### src/rtl/pc_gen_unit.sv
// Fetch PC register with IMEM valid/ready handshake and a PC/valid delay line out to EXE.
// Optional macro PC_GEN_MISALIGN_TRAP_EN sends misaligned redirect targets to TRAP_VEC.
module pc_gen_unit #(
  parameter int                DATA_W      = 32,
  parameter int                INSTR_BYTES = 4,
  parameter int                STAGES      = 3,
  parameter logic [DATA_W-1:0] RESET_VEC   = 32'h0000_0000,
  parameter logic [DATA_W-1:0] TRAP_VEC    = 32'h0000_0100
) (
  input  logic              clk,
  input  logic              rst,
  output logic              fetch_valid_o,
  input  logic              fetch_ready_i,
  output logic [DATA_W-1:0] pc_o,
  input  logic              stall_i,
  input  logic              jump_taken_i,
  input  logic              jalr_i,
  input  logic [DATA_W-1:0] jalr_base_i,
  input  logic [DATA_W-1:0] imm_i,
  output logic [DATA_W-1:0] target_o,
  output logic              flush_o,
  output logic [DATA_W-1:0] pc_exe_o,
  output logic [DATA_W-1:0] link_o,
  output logic              exe_valid_o,
  output logic              misalign_o
);
  localparam int OFF_W = $clog2(INSTR_BYTES);

  // Fetch handshake: a request is offered whenever fetch_valid_o is high and is
  // accepted on a rising edge where fetch_ready_i is also high; pc_o stays stable
  // until then. Acceptance is ignored (no advance) while stall_i holds the pipe.
  logic [DATA_W-1:0] pc_q;
  logic              fetch_valid_q;
  logic [DATA_W-1:0] pipe_pc [STAGES];
  logic [STAGES-1:0] pipe_vld;

  logic [DATA_W-1:0] base;
  logic [DATA_W-1:0] target;
  logic [DATA_W-1:0] load_pc;
  logic              redirect;
  logic              accept;

  assign base = jalr_i ? jalr_base_i : pipe_pc[STAGES-1];

  always_comb begin
    target = base + imm_i;
    if (jalr_i) target[0] = 1'b0;
  end

  assign redirect = jump_taken_i & pipe_vld[STAGES-1];
  assign accept   = fetch_valid_q & fetch_ready_i;

`ifdef PC_GEN_MISALIGN_TRAP_EN
  logic misaligned;
  logic misalign_q;
  assign misaligned = |target[OFF_W-1:0];
  assign load_pc    = misaligned ? TRAP_VEC : target;
  assign misalign_o = misalign_q;

  always_ff @(posedge clk) begin
    if (rst) misalign_q <= 1'b0;
    else     misalign_q <= redirect & misaligned;
  end
`else
  assign load_pc    = {target[DATA_W-1:OFF_W], {OFF_W{1'b0}}};
  assign misalign_o = 1'b0;
`endif

  always_ff @(posedge clk) begin
    if (rst) begin
      pc_q          <= RESET_VEC;
      fetch_valid_q <= 1'b0;
      pipe_vld      <= '0;
      for (int k = 0; k < STAGES; k++) pipe_pc[k] <= '0;
    end else begin
      fetch_valid_q <= 1'b1;
      if (redirect) begin
        // The EXE instruction retires; everything younger, including a fetch
        // accepted this cycle, is dropped.
        pc_q       <= load_pc;
        pipe_pc[0] <= pc_q;
        for (int k = 1; k < STAGES; k++) pipe_pc[k] <= pipe_pc[k-1];
        pipe_vld   <= '0;
      end else if (!stall_i) begin
        if (accept) pc_q <= pc_q + DATA_W'(INSTR_BYTES);
        pipe_pc[0] <= pc_q;
        for (int k = 1; k < STAGES; k++) pipe_pc[k] <= pipe_pc[k-1];
        pipe_vld   <= {pipe_vld[STAGES-2:0], accept};
      end
    end
  end

  assign fetch_valid_o = fetch_valid_q;
  assign pc_o          = pc_q;
  assign target_o      = target;
  assign flush_o       = redirect;
  assign pc_exe_o      = pipe_pc[STAGES-1];
  assign link_o        = pipe_pc[STAGES-1] + DATA_W'(INSTR_BYTES);
  assign exe_valid_o   = pipe_vld[STAGES-1];
endmodule

### config.mk
export PLATFORM = sky130hd
export DESIGN_NAME = pc_gen_unit
export DESIGN_NICKNAME = d
export VERILOG_FILES = /design/src/rtl/pc_gen_unit.sv
export SDC_FILE = /design/constraint.sdc
export NUM_CORES = 1
export LEC_CHECK = 0
export CAP_MARGIN = 20
export CORE_MARGIN = 2
export CORE_UTILIZATION = 30
export CTS_CLUSTER_DIAMETER = 100
export CTS_CLUSTER_SIZE = 25
export DETAILED_ROUTE_END_ITERATION = 7
export PLACE_DENSITY = 0.6
export SYNTH_ARGS = -nofsm -noshare
export SYNTH_HDL_FRONTEND = slang
export SYNTH_SLANG_ARGS = --single-unit
### constraint.sdc
create_clock -name clk -period 7.4 [get_ports clk]
set_input_delay 2.22 -clock clk [delete_from_list [all_inputs] [get_ports clk]]
set_output_delay 2.22 -clock clk [all_outputs]
set_load 0.03 [all_outputs]
Yosys cells after proc, flatten, opt, wreduce, memory -nomap -nowiden --
Memories as Yosys holds them, arrays and structs flattened. Index checks and enable logic that the tools add are counted. W data, S select, Z words.
Cells by class: mux-type cells 21, eq/ne operators 1, $add $sub $neg 3, multiply operators 0, $lt $le $gt $ge 0, reductions and logical operators 4, shift operators 0, bitwise operators 9, divide/modulo/power cells 0
Operators by type and width (number):
- $mux W32 | 10
- $add A32 B3 Y32 const B | 2
- $add A32 B32 Y32 | 1
- $mux W1 | 11
- $or A1 B1 Y1 | 6
- $reduce_and A2 Y1 | 2
- $and A1 B1 Y1 | 2
- $ne A2 B1 Y1 const B | 1
- $reduce_bool A2 Y1 | 1
- $reduce_or A2 Y1 | 1
- $not A1 Y1 | 1
Word-level totals: memories kept 1, latch bits 0, output and inout port bits 132, ROM bits 0, input port bits 70, register bits 36, bits in writable memories 96, word-level logic and storage cells 43
Memory list:
- pipe_pc | depth 3, bits a word 32, rd ports 3, clocked after memory_dff 0, write ports 3, line 34 | logic [DATA_W-1:0] pipe_pc [STAGES];

Longest topological paths before layout --
word-level depth 6, gate-level depth with buffers 12

Worst setup path before layout --
OpenSTA, ideal clock, no wires.
path kind input to output, from input jalr_i, to output target_o[30], slack 0.062 ns, arrival time 5.118 ns, required time 5.180 ns, buffers on the path 2, stages 10, path through buf_6 -> clkbuf_1 -> mux2_2 -> ha_1 -> nand2_1 -> o31a_1 -> a211oi_1 -> o22ai_1 -> o311ai_0 -> xor2_1
Between the ends: longest elaborated chain between the ends 2
RTL lines:
- start, declared | line 17 | input logic jalr_i,
- $mux W32 | line 43 | assign base = jalr_i ? jalr_base_i : pipe_pc[STAGES-1];
- $add A32 B32 Y32 | line 46 | target = base + imm_i;
- end, declared | line 20 | output logic [DATA_W-1:0] target_o,
Every way passes these cells.

Worst setup path after layout --
from input jalr_base_i[4], to output target_o[28]
Between the ends: longest elaborated chain between the ends 2
RTL lines:
- start, declared | line 18 | input logic [DATA_W-1:0] jalr_base_i,
- $mux W32 | line 43
- $add A32 B32 Y32 | line 46
Every way passes these cells.

==> results.md <==
* WL final at ~25 mm
* Xor-xnor portion of the synthesized cell area at 9.01%
* Maximum vdd drop at ~0.11 mV
* Worst-path maximum fanout at 4
* Setup Crit Path Kind: in -> out
* Critical Path Max Stage Delay at between 0.4 and 0.5 ns
* Worst Path Buf+Inv at 4
* Die H at between 150 and 200 µm
* Largest net degree at the start of global routing at roughly 90
* Number of stages on the worst setup path at 13
* Vias per inst at 4.67
* Die Span X at about 170 µm
* Worst Skew at a little over 0.008 ns
* Highest clock rate at approximately 140 MHz
* Vias in the first global route at approximately 6700
* All-layer global routing usage at between 10% and 20%
* Final hold vios at 0
* Yosys top cell area share at ~34%
* Slew @ Worst Pin at between 0.9 and 1 ns
* Family with the most delay on the worst path: buffers and inverters
* Final GP Congestion at around 0.85
* Syn Inst Count at approximately 810
* Clk_lat worst skew at between 0.4 and 0.5 ns
* Multiplexer area fraction after synthesis at 4.71%
* Post-synthesis sequential area ratio at between 40% and 50%
* Clock root cell: clkbuf_16
* Synth unique cells at 62
* Longest Clk Path Bufs at 2
* Area of the die at between 0.02 and 0.03 mm²
* Mean post-synth cell area at 9.90 µm²
* #FFs+latches synth at 124
* Final Net Count at 1200
* Htree depth at 4
* Site Rows at 59
* Synthesized area at around 0.0080 mm²
* Critical path arrival at approximately 5.1 ns
* Period Utilization, post-route at a little over nine tenths
* Worst Hold Class: reg -> reg
* First-pass DRT Iterations at 4
* First-pass GRT wire length at slightly below 40 mm
* Post-synthesis compound-gate area fraction at between 10 and 15%
* WL/cell at between 15 and 20 µm
* Total power at 2.48 mW
* Layout cell share with drive strength beyond 1 at 23.6%
* EDFF count, synth at 90
* Hold_ws at between 0.4 and 0.5 ns
* Via count at ~6800
* IO Count at around 200
* Clock Pin Slew Worst Setup and Hold Paths at roughly 0.060 ns
* Core ar. at 0.0261 mm²
* Total gr overflow at 0
* CP cell instances: clkdlybuf4s50_1 > mux2_2 > ha_2 > a211oi_4 > buf_4 > o22ai_4 > a211o_1 > o22ai_1 > buf_4 > o32ai_4 > mux2i_1 > nor2_2 > buf_12
* CP Launch Type: input pin
* Synth Warn # at 0
* Drt first-iter violations at between 300 and 400
* Area grow syn2layout at 50.4%
* Antenna Cells at 0
* Largest family of logic cells by synthesized area: simple AND/OR/NAND/NOR gates
* Status: complete, no violations
* CTS tree: yes
* Post-DRT Antenna Nets at 0
* Worst R2R Path Depth at 12
* Most frequent CP cell: buf_4
* Yosys top cell by area: edfxtp_1
* Port buffer count at slightly below 200
* Post-Synth Simple-Gate Area at 20.2%
* Initial antenna violation count at 0
* Worst path slowest cell: clkdlybuf4s50_1
* Top cells by count, synth: and2_1 (96), edfxtp_1 (90), nand2_1 (55)
* Number of buffers created by CTS at 17
* Worst EP required at between 5 and 6 ns
* Final design utilization at 46.0%
* Synth Flop Type: edfxtp_1
* Pleak at a little under 5 nW
* Hpwl dp at 19.0 mm
* Cells taking the most area after synthesis: edfxtp_1 (34%), dfxtp_1 (8.5%), and2_1 (7.5%)
* CTS Sinks at between 100 and 150
* Pins over their slew limit at 0
* Final setup violation count at 0
* Min Tclk post-route at 7.28 ns
* Remaining routing DRC violations at 0
* Crit. End Element: output pin
* Post-Synth Adder-Cell Area at roughly 5.3%
* Initial Util at between 30 and 40%
* Cell with the most instances after synthesis: and2_1
* Hold Path Depth at 2
* Max-cap violation count at 0
* Hold_buf cts at 0
* Rel. slew slack at a little under two fifths
* Pwr Density at a little over 200 mW/mm²
* Ys async rst share at 0%
-- layout by cell type, fill, tap and decap left out, types with 31 or more instances in the layout --
| cell | count |
|---|---|
| clkdlybuf4s50_1 | 163 |
| xor2_1 | 31 |
| edfxtp_1 | 90 |
| a21oi_1 | 36 |
| and2_1 | 96 |
| nand2_1 | 54 |
| dfxtp_1 | 34 |
| buf_4 | 143 |
| ha_1 | 31 |
| nor2_1 | 50 |
| xnor2_1 | 47 |
-- metal layers --
| metal | GRT usage [%] | part of all wire, % |
|---|---|---|
| met5 | 0 | 0 |
| met4 | 3.94 | 0.81 |
| met3 | 3.49 | 4.5 |
| met2 | 28.3 | 46 |
| met1 | 25.4 | 48 |
-- worst min-delay path, cell delays in order, from the launching register on --
cell and delay, ns:
dfxtp_1 0.32, a21oi_1 0.06, nor2_1 0.08
-- state kept, by name, indices dropped and copies added (netlist names) --
signal / cells
pipe_pc: 90
fetch_valid_o: 1
pc_o: 30
pipe_vld: 3
-- layout make-up --
cell class	instances	area, µm²
well taps	335	419
clock buffers	19	433
clock inverters	13	118
repair buffers	332	3200
flip-flops and latches	124	3380
multi-input cells	605	4370
fillers	2451	14100
inverters	17	63.8
-- cells by family after synthesis --
logic type	count (synthesis)
AOI/OAI and AO/OA	144
xor gates and xnor gates	82
adders and majority gates	33
buffers and inverters	82
DFF	124
muxes	34
other	1
and+or+nand+nor	305
-- worst paths after layout --
| kind | from | to | slack [ns] |
|---|---|---|---|
| max | jalr_base_i[4] | target_o[28] | 0.12 |
| min reg2reg | pipe_vld[0]$_SDFFE_PP0N_ | pipe_vld[0]$_SDFFE_PP0N_ | 0.50 |
| max reg2reg | pipe_pc[0][68]$_DFFE_PP_ | pc_o[31]$_SDFFE_PP0P_ | 4.15 |
| min | pipe_vld[0]$_SDFFE_PP0N_ | pipe_vld[0]$_SDFFE_PP0N_ | 0.50 |
-- power by group --
part	switching, mW	leakage [nW]	internal [mW]
Sequential	0.0232	1.27	0.774
Combinational	0.448	3.32	0.441
Clock	0.328	0.260	0.464
-- stage by stage --
| stage | cells | TNS (ns) | cell area, µm² | setup WS (ns) |
|---|---|---|---|---|
| floorplan | 811 | 0 | 8000 | 0.0623 |
| global placement | 1400 | -3.63 | 11100 | -0.335 |
| detailed placement | 1400 | -4.26 | 11100 | -0.377 |
| CTS | 1442 | 0 | 11900 | 0.00109 |
| global route | 1445 | -0.0333 | 12000 | -0.0289 |
| finish | 1445 | 0 | 12000 | 0.118 |
-- repair_timing --
action,CTS,global route
gates resized for setup,30,15
gates cloned,0,0
pin swaps,14,8
endpoints found under the setup margin,20,16
setup buffers,10,3
(Power assumes the default switching activity.)
